[src/rtl/tt_scan_pkg.sv]
// Shared types and sizes for the truth-table scanner: FSM states, row count
// and the widths of the row index and settle counter.
package tt_scan_pkg;

    localparam int TT_ROWS  = 8;
    localparam int TT_IDX_W = 3;
    localparam int SETTLE_W = 8;

    typedef enum logic [1:0] {
        IDLE   = 2'd0,
        APPLY  = 2'd1,
        SAMPLE = 2'd2,
        DONE   = 2'd3
    } tt_state_e;

endpackage

[src/rtl/truth_table_scanner_if.sv]
// Control/result handshake plus the gate-side pins of the scanner.
// slave = scanner, master = whoever requests scans and hosts the gate.
interface truth_table_scanner_if;
    import tt_scan_pkg::*;

    logic                 start;
    logic [TT_ROWS-1:0]   expected;
    logic                 busy;
    logic                 done;
    logic [TT_ROWS-1:0]   table_out;
    logic                 match;
    logic                 dut_in1;
    logic                 dut_in2;
    logic                 dut_in3;
    logic                 dut_out;

    modport slave (
        input  start, expected, dut_out,
        output busy, done, table_out, match, dut_in1, dut_in2, dut_in3
    );

    modport master (
        output start, expected, dut_out,
        input  busy, done, table_out, match, dut_in1, dut_in2, dut_in3
    );

endinterface

[src/rtl/truth_table_scanner_sync2.sv]
// Two-flop synchroniser bringing the gate's asynchronous output into clk.
// Both stages reset to 0.
module sync2 (
    input  logic clk,
    input  logic rst_n,
    input  logic i_d,
    output logic o_q
);

    logic r_meta;
    logic r_sync;

    always_ff @(posedge clk or negedge rst_n) begin
        if (!rst_n) begin
            r_meta <= 1'b0;
            r_sync <= 1'b0;
        end else begin
            r_meta <= i_d;
            r_sync <= r_meta;
        end
    end

    assign o_q = r_sync;

endmodule

[src/rtl/truth_table_scanner.sv]
// Walks a 3-input gate through its 8 rows, samples the synchronised output
// after a settle delay and checks the assembled signature against a target.
module truth_table_scanner
    import tt_scan_pkg::*;
#(
    parameter int SETTLE_CYCLES = 4
) (
    input  logic                 clk,
    input  logic                 rst_n,
    truth_table_scanner_if.slave bus
);

    generate
        if (SETTLE_CYCLES < 2 || SETTLE_CYCLES > 255) begin : g_bad_settle
            $error("truth_table_scanner: SETTLE_CYCLES must be within 2..255");
        end
    endgenerate

    localparam logic [SETTLE_W-1:0] LP_CNT_LAST = SETTLE_W'(SETTLE_CYCLES - 1);
    localparam logic [TT_IDX_W-1:0] LP_IDX_LAST = TT_IDX_W'(TT_ROWS - 1);

    tt_state_e             r_state;
    logic [TT_IDX_W-1:0]   r_idx;
    logic [SETTLE_W-1:0]   r_cnt;
    logic [TT_ROWS-1:0]    r_exp;
    logic [TT_ROWS-1:0]    r_table;
    logic                  r_busy;
    logic                  r_done;
    logic                  r_match;

    logic                  w_out_sync;
    logic [TT_ROWS-1:0]    w_table_nxt;

    sync2 u_sync2 (
        .clk   (clk),
        .rst_n (rst_n),
        .i_d   (bus.dut_out),
        .o_q   (w_out_sync)
    );

    // Row 000 lands in the MSB so the signature reads like the library's hex names.
    always_comb begin
        w_table_nxt = r_table;
        w_table_nxt[LP_IDX_LAST - r_idx] = w_out_sync;
    end

    always_ff @(posedge clk or negedge rst_n) begin
        if (!rst_n) begin
            r_state <= IDLE;
            r_idx   <= '0;
            r_cnt   <= '0;
            r_exp   <= '0;
            r_table <= '0;
            r_busy  <= 1'b0;
            r_done  <= 1'b0;
            r_match <= 1'b0;
        end else begin
            case (r_state)
                IDLE: begin
                    if (bus.start) begin
                        r_exp   <= bus.expected;
                        r_table <= '0;
                        r_idx   <= '0;
                        r_cnt   <= '0;
                        r_busy  <= 1'b1;
                        r_match <= 1'b0;
                        r_state <= APPLY;
                    end
                end
                APPLY: begin
                    if (r_cnt == LP_CNT_LAST) begin
                        r_state <= SAMPLE;
                    end else begin
                        r_cnt <= r_cnt + 1'b1;
                    end
                end
                SAMPLE: begin
                    r_table <= w_table_nxt;
                    // Match is judged on the signature including the bit being written now.
                    if (r_idx == LP_IDX_LAST) begin
                        r_done  <= 1'b1;
                        r_match <= (w_table_nxt == r_exp);
                        r_state <= DONE;
                    end else begin
                        r_idx   <= r_idx + 1'b1;
                        r_cnt   <= '0;
                        r_state <= APPLY;
                    end
                end
                DONE: begin
                    r_done  <= 1'b0;
                    r_busy  <= 1'b0;
                    r_state <= IDLE;
                end
                default: begin
                    r_state <= IDLE;
                end
            endcase
        end
    end

    assign bus.dut_in1   = r_idx[2];
    assign bus.dut_in2   = r_idx[1];
    assign bus.dut_in3   = r_idx[0];
    assign bus.busy      = r_busy;
    assign bus.done      = r_done;
    assign bus.table_out = r_table;
    assign bus.match     = r_match;

endmodule

[src/flat_wrapper.sv]
// flat-port wrapper written by rule: the top's interface ports become plain ports
module truth_table_scanner_flat import tt_scan_pkg::*;
#(
    parameter int SETTLE_CYCLES = 4
)
  (clk, rst_n, bus_start, bus_expected, bus_dut_out, bus_busy, bus_done, bus_table_out, bus_match, bus_dut_in1, bus_dut_in2, bus_dut_in3);
  truth_table_scanner_if bus_i ();
  input  logic clk;
  input  logic rst_n;
  input wire logic [$bits(bus_i.start)-1:0] bus_start;
  input wire logic [$bits(bus_i.expected)-1:0] bus_expected;
  input wire logic [$bits(bus_i.dut_out)-1:0] bus_dut_out;
  output wire logic [$bits(bus_i.busy)-1:0] bus_busy;
  output wire logic [$bits(bus_i.done)-1:0] bus_done;
  output wire logic [$bits(bus_i.table_out)-1:0] bus_table_out;
  output wire logic [$bits(bus_i.match)-1:0] bus_match;
  output wire logic [$bits(bus_i.dut_in1)-1:0] bus_dut_in1;
  output wire logic [$bits(bus_i.dut_in2)-1:0] bus_dut_in2;
  output wire logic [$bits(bus_i.dut_in3)-1:0] bus_dut_in3;
  assign bus_i.start = bus_start;
  assign bus_i.expected = bus_expected;
  assign bus_i.dut_out = bus_dut_out;
  assign bus_busy = bus_i.busy;
  assign bus_done = bus_i.done;
  assign bus_table_out = bus_i.table_out;
  assign bus_match = bus_i.match;
  assign bus_dut_in1 = bus_i.dut_in1;
  assign bus_dut_in2 = bus_i.dut_in2;
  assign bus_dut_in3 = bus_i.dut_in3;
  truth_table_scanner #(.SETTLE_CYCLES(SETTLE_CYCLES)) u_core (.clk(clk), .rst_n(rst_n), .bus(bus_i));
endmodule
[config.mk]
export PLATFORM = sky130hd
export DESIGN_NAME = truth_table_scanner_flat
export DESIGN_NICKNAME = d
export VERILOG_FILES = /design/src/rtl/tt_scan_pkg.sv /design/src/rtl/truth_table_scanner_if.sv /design/src/rtl/truth_table_scanner_sync2.sv /design/src/rtl/truth_table_scanner.sv /design/src/flat_wrapper.sv
export SDC_FILE = /design/constraint.sdc
export NUM_CORES = 1
export LEC_CHECK = 0
export ABC_AREA = 1
export ABC_CLOCK_PERIOD_IN_PS = 1600
export CORE_UTILIZATION = 45
export CTS_CLUSTER_SIZE = 24
export DETAILED_ROUTE_END_ITERATION = 8
export HOLD_SLACK_MARGIN = 0.12
export PLACE_DENSITY = 0.68
export SKIP_CTS_REPAIR_TIMING = 1
export SLEW_MARGIN = 10
export SYNTH_ARGS = -nofsm -noshare
export SYNTH_HDL_FRONTEND = slang
export SYNTH_SLANG_ARGS = --single-unit
[constraint.sdc]
create_clock -name clk -period 1.6 [get_ports clk]
set_clock_uncertainty 0.05 [all_clocks]
set_input_delay 0.16 -clock clk [delete_from_list [all_inputs] [get_ports clk]]
set_output_delay 0.16 -clock clk [all_outputs]
set_load 0.01 [all_outputs]
==> impl_metrics.env, run 1 <==
export IMPL_r2r_end="u_core.bus.match"
export IMPL_hold_viol=0
export IMPL_cp_end_kind="output pin"
export IMPL_arrival_ns=1.35
export IMPL_cts_tree="yes"
export IMPL_final_common_cell="nand2_1"
export IMPL_reg2regPathDepth=9
export IMPL_drt_antenna_violating_nets=0
export IMPL_hp_class="primary input to async pin"
export IMPL_routabilityCongestion=0.772
export IMPL_synth_area_leaders="dfrtp_1 (45%), nand2_1 (12%), nand3_1 (7.7%)"
export IMPL_path_buf_inv=1
export IMPL_grt_max_degree=35
export IMPL_synth_area_um2=1900
export IMPL_synth_top_cell_area_share_pct=44.9
export IMPL_intPower_mw=2.31
export IMPL_power_switching_mw=1.38
export IMPL_max_stage_delay_ns=0.58
export IMPL_die_w_um=66.9
export IMPL_io_pins=26
export IMPL_grt_pass1_vias=1588
export IMPL_leakage_nw=1.20
export IMPL_switching_share_pct=37.5
export IMPL_clockBufferDepth=2
export IMPL_root_buffer="clkbuf_8"
export IMPL_cts_buffers=5
export IMPL_status="completed"
export IMPL_slew_headroom_pct=70.7
export IMPL_die_h_um=66.9
export IMPL_clk_latency_ns=0.29
export IMPL_finalCritPeriodShare_pct=97.4
export IMPL_worst_ir_drop_vdd_mv=0.802
export IMPL_areaGrowthSynthToFinish_pct=27.7
export IMPL_core_area_um2=4030
export IMPL_yosysTopAreaCell="dfrtp_1"
export IMPL_path_clk_slew_ns=0.08
export IMPL_ys_types=29
export IMPL_r2r_start="u_core.r_idx[1]"
export IMPL_final_cell_mix="nand2_1 (60), dfrtp_1 (33), inv_1 (29)"
export IMPL_combPwrFrac_pct=39.9
export IMPL_instances_no_fill=324
export IMPL_setup_worst_path_start_class="flop"
export IMPL_htreeDepth=2
export IMPL_ys_async_sr_fraction_pct=100
export IMPL_slowest_stage="clkdlybuf4s50_1"
export IMPL_wl_per_cell_um=12.2
export IMPL_numPortBuffers=25
export IMPL_ys_seq_elements=34
export IMPL_postPlaceCellArea_um2=2240
export IMPL_period_minus_slack_ns=1.56
export IMPL_setup_viol=0
export IMPL_grt_usage_pct=20.8
export IMPL_wirelength_mm=3.97
export IMPL_dp_hpwl_mm=2.88
export IMPL_num_antenna_cells=0
export IMPL_required_ns=1.39
export IMPL_critical_path_top_delay_family="buffers and inverters"
export IMPL_crit_fanout=8
export IMPL_die_area_um2=4480
export IMPL_path_class="flop to output pin"
export IMPL_clock_power_share_pct=25.9
export IMPL_drcViolationCount=0
export IMPL_crit_chain="clkdlybuf4s50_1"
export IMPL_grt_pass1_wl_mm=6.78
export IMPL_fp_row_count=23
export IMPL_seq_power_share_pct=34.1
export IMPL_first_pass_iters=4
export IMPL_whs_ns=0.231
export IMPL_fin_nets=288
export IMPL_start_util_pct=47.0
export IMPL_antenna_found_initial=0
export IMPL_p_per_area_nw_per_um2=1530
export IMPL_overflow=0
export IMPL_synth_cells=235
export IMPL_syn_nets=250
export IMPL_postLayoutCellArea_um2=2420
export IMPL_clock_sink_count=34
export IMPL_synth_edf_count=0
export IMPL_dr_first_iter_drc_count=74
export IMPL_syn_area_per_cell_um2=8.07
export IMPL_rsz0062_at_grt="true"
export IMPL_tightest_slew_ns=0.439
export IMPL_drv_slew=0
export IMPL_ys_warn_count=0
export IMPL_placed_cells_incl_taps=315
export IMPL_vias_per_cell=4.98
export IMPL_via_count=1612
export IMPL_drive_above_1_share_pct=16.8
export IMPL_synth_flop_cell="dfrtp_1"
export IMPL_maxCapViolCount=0
export IMPL_reg2reg_setup_slack_ns=0.13
export IMPL_fmax_mhz=642
export IMPL_ys_seq_area_share_pct=44.9
-- power by group through the flow --
stage	Combinational (mW)	Sequential [mW]	Clock [mW]
global route	1.67	1.30	1.00
finish	1.48	1.26	0.958
detailed placement	1.46	1.28	0
CTS	1.47	1.26	0.973
floorplan	1.04	1.28	0
global placement	1.43	1.27	0
-- Yosys cell counts, drive strengths merged (3+ instances only) --
master and instances:
ha 3, dfrtp 34, a21oi 10, nand2 68, inv 34, o22ai 5
o31ai 3, nor3 3, nand4 4, nor2 18, o211ai 3, nand3 30
buf 6, o21ai 9
-- state kept, by name, indices dropped and copies added, names as in the netlist --
signal	count
u_core.bus.match	1
u_core.r_exp	8
u_core.u_sync2.o_q	1
u_core.u_sync2.r_meta	1
u_core.bus.done	1
u_core.bus.busy	1
u_core.r_idx	3
u_core.bus.table_out	8
u_core.r_cnt	8
u_core.r_state	2
-- final cells by class --
| type | count | area, um2 |
|---|---|---|
| fillers | 373 | 1610 |
| multi-input cells | 161 | 882 |
| flip-flops and latches | 34 | 852 |
| repair buffers | 37 | 359 |
| inverters | 34 | 128 |
| clock buffers | 5 | 68.8 |
| clock inverters | 3 | 68.8 |
| well taps | 50 | 62.6 |
-- worst max path at each step --
| stage | startpoint | end | cells after the start |
|---|---|---|---|
| 2_1_floorplan | u_core.r_idx[0] | u_core.r_cnt[0] | 8 |
| 3_3_place_gp | u_core.r_idx[2] | u_core.bus.match | 11 |
| 3_5_place_dp | u_core.r_idx[2] | u_core.bus.match | 10 |
| 4_1_cts | u_core.r_idx[2] | bus_dut_in1 | 1 |
| 5_1_grt | u_core.r_idx[0] | u_core.bus.match | 10 |
| 6_report | u_core.r_idx[2] | bus_dut_in1 | 1 |
-- cells by family after synthesis --
| group | after synthesis | synth area share [%] |
|---|---|---|
| AND/OR/NAND/NOR | 124 | 32.4 |
| buffers and inverters | 40 | 9.31 |
| flip-flops | 34 | 44.9 |
| AO/OA/AOI/OAI | 32 | 10.4 |
| adder cells (fa/ha/maj) | 3 | 1.98 |
| XOR/XNOR | 1 | 0.462 |
| multiplexers | 1 | 0.594 |
-- layer usage --
| layer | GRT usage [%] | routed length (um) | part of all wire, % | vias to the layer above |
|---|---|---|---|---|
| met3 | 4.11 | 126 | 3.2 | 10 |
| met1 | 25.3 | 1790 | 45 | 735 |
| met4 | 10.9 | 82 | 2.1 | 0 |
| met5 | 0 | 0 | 0 | - |
| li1 | - | - | - | 837 |
| met2 | 34.5 | 1970 | 50 | 30 |
-- metrics by stage --
stage | total power, mW | setup TNS (ns) | setup WS [ns] | utilization (%)
floorplan | 2.32 | 0 | 0.0477 | -
CTS | 3.71 | -0.138 | -0.138 | 59.1
detailed placement | 2.74 | 0 | 0.0208 | 55.7
global route | 3.97 | -0.0153 | -0.0153 | 60.1
global placement | 2.71 | 0 | 0.0943 | 55.7
finish | 3.69 | 0 | 0.0416 | 60.1
Note: power is estimated with default switching activity, not from simulation.
==> run 2, diff against run 1 <==
Settings changed: DONT_BUFFER_PORTS set to 1, PLACE_DENSITY 0.68 to unset.
==> impl_metrics.env, run 2 (synthesized netlist as in run 1, its figures left out) <==
export IMPL_fmax_mhz=663
export IMPL_hp_class="primary input to async pin"
export IMPL_cp_end_kind="flop"
export IMPL_numPortBuffers=0
export IMPL_num_antenna_cells=0
export IMPL_grt_pass1_vias=1285
export IMPL_htreeDepth=2
export IMPL_routabilityCongestion=0.759
export IMPL_worst_ir_drop_vdd_mv=0.731
export IMPL_overflow=0
export IMPL_final_common_cell="nand2_1"
export IMPL_setup_worst_path_start_class="flop"
export IMPL_die_h_um=66.9
export IMPL_arrival_ns=1.62
export IMPL_tightest_slew_ns=0.325
export IMPL_path_class="flop to flop"
export IMPL_maxCapViolCount=0
export IMPL_postPlaceCellArea_um2=2000
export IMPL_antenna_found_initial=0
export IMPL_die_w_um=66.9
export IMPL_dp_hpwl_mm=2.76
export IMPL_via_count=1547
export IMPL_period_minus_slack_ns=1.51
export IMPL_grt_max_degree=35
export IMPL_slowest_stage="dfrtp_1"
export IMPL_wirelength_mm=3.96
export IMPL_dr_first_iter_drc_count=54
export IMPL_die_area_um2=4480
export IMPL_path_clk_slew_ns=0.07
export IMPL_first_pass_iters=4
export IMPL_io_pins=26
export IMPL_p_per_area_nw_per_um2=1600
export IMPL_rsz0062_at_grt="true"
export IMPL_max_stage_delay_ns=0.43
export IMPL_crit_fanout=10
export IMPL_required_ns=1.71
export IMPL_fp_row_count=23
export IMPL_vias_per_cell=5.01
export IMPL_clockBufferDepth=2
export IMPL_wl_per_cell_um=12.8
export IMPL_hold_viol=0
export IMPL_drive_above_1_share_pct=16.6
export IMPL_slew_headroom_pct=78.4
export IMPL_drv_slew=0
export IMPL_drt_antenna_violating_nets=0
export IMPL_start_util_pct=47.0
export IMPL_drcViolationCount=0
export IMPL_finalCritPeriodShare_pct=94.2
export IMPL_fin_nets=273
export IMPL_leakage_nw=1.14
export IMPL_grt_usage_pct=18.4
export IMPL_reg2reg_setup_slack_ns=0.09
export IMPL_root_buffer="clkbuf_8"
export IMPL_setup_viol=0
export IMPL_core_area_um2=4030
export IMPL_cts_buffers=5
export IMPL_status="completed"
export IMPL_areaGrowthSynthToFinish_pct=20.3
export IMPL_clock_sink_count=34
export IMPL_clk_latency_ns=0.29
export IMPL_final_cell_mix="nand2_1 (60), dfrtp_1 (33), inv_1 (30)"
export IMPL_cts_tree="yes"
export IMPL_crit_chain="ha_1 -> ha_1 -> inv_1 -> nor2_4 -> inv_1 -> nand2_4 -> nand2_1 -> o31ai_1"
export IMPL_power_mw=3.64
export IMPL_grt_pass1_wl_mm=5.95
export IMPL_postLayoutCellArea_um2=2280
-- run 2: worst max-delay path: cells and delay by family (launching register included) --
family | cells | cell delay (ns)
DFF | 1 | 0.43
and+or+nand+nor | 3 | 0.23
adders and majority gates | 2 | 0.39
AOI/OAI and AO/OA | 1 | 0.07
buffers and inverters | 2 | 0.21
-- run 2: path summary, 6_finish.rpt --
path,from,endpoint,cells after the start
max in group asynchronous,rst_n,u_core.r_idx[2],2
setup / recovery,u_core.r_idx[0],u_core.r_cnt[7],8
setup reg to reg,u_core.r_idx[0],u_core.r_cnt[7],8
min in group clk,u_core.u_sync2.r_meta,u_core.u_sync2.o_q,0
hold reg to reg,u_core.u_sync2.r_meta,u_core.u_sync2.o_q,0
hold / removal,rst_n,u_core.r_cnt[5],2
-- run 2: metal layers --
metal | up-vias | routed length (um) | global-route usage, %
met3 | 6 | 167 | 6.16
met2 | 21 | 1860 | 28.7
met4 | 0 | 63 | 6.38
met1 | 714 | 1870 | 23.6
met5 | - | 0 | 0
li1 | 806 | - | -
-- run 2: layout make-up --
cell class,instances,area (um2)
Fill cell,383,1750
Multi-Input combinational cell,161,877
Sequential cell,34,852
Timing Repair Buffer,22,218
Inverter,34,128
Clock buffer,6,82.6
Tap cell,50,62.6
Clock inverter,2,60.1
-- run 2: per-stage QoR --
| stage | TNS [ns] | worst slack, ns | util (%) | hold WS [ns] | instances |
|---|---|---|---|---|---|
| floorplan | 0 | 0.0477 | - | -0.186 | 235 |
| global placement | 0 | 0.0749 | 49.6 | -0.184 | 289 |
| detailed placement | 0 | 0.0751 | 49.6 | -0.184 | 289 |
| CTS | 0 | 0.0659 | 53.1 | -0.501 | 297 |
| global route | -0.00676 | -0.00676 | 56.6 | 0.283 | 309 |
| finish | 0 | 0.0922 | 56.6 | 0.269 | 309 |
-- run 2: power breakdown --
part           switching (mW)  internal, mW  total (mW)
Combinational           0.826         0.536        1.36
Clock                   0.314         0.664       0.978
Sequential              0.215          1.08        1.30
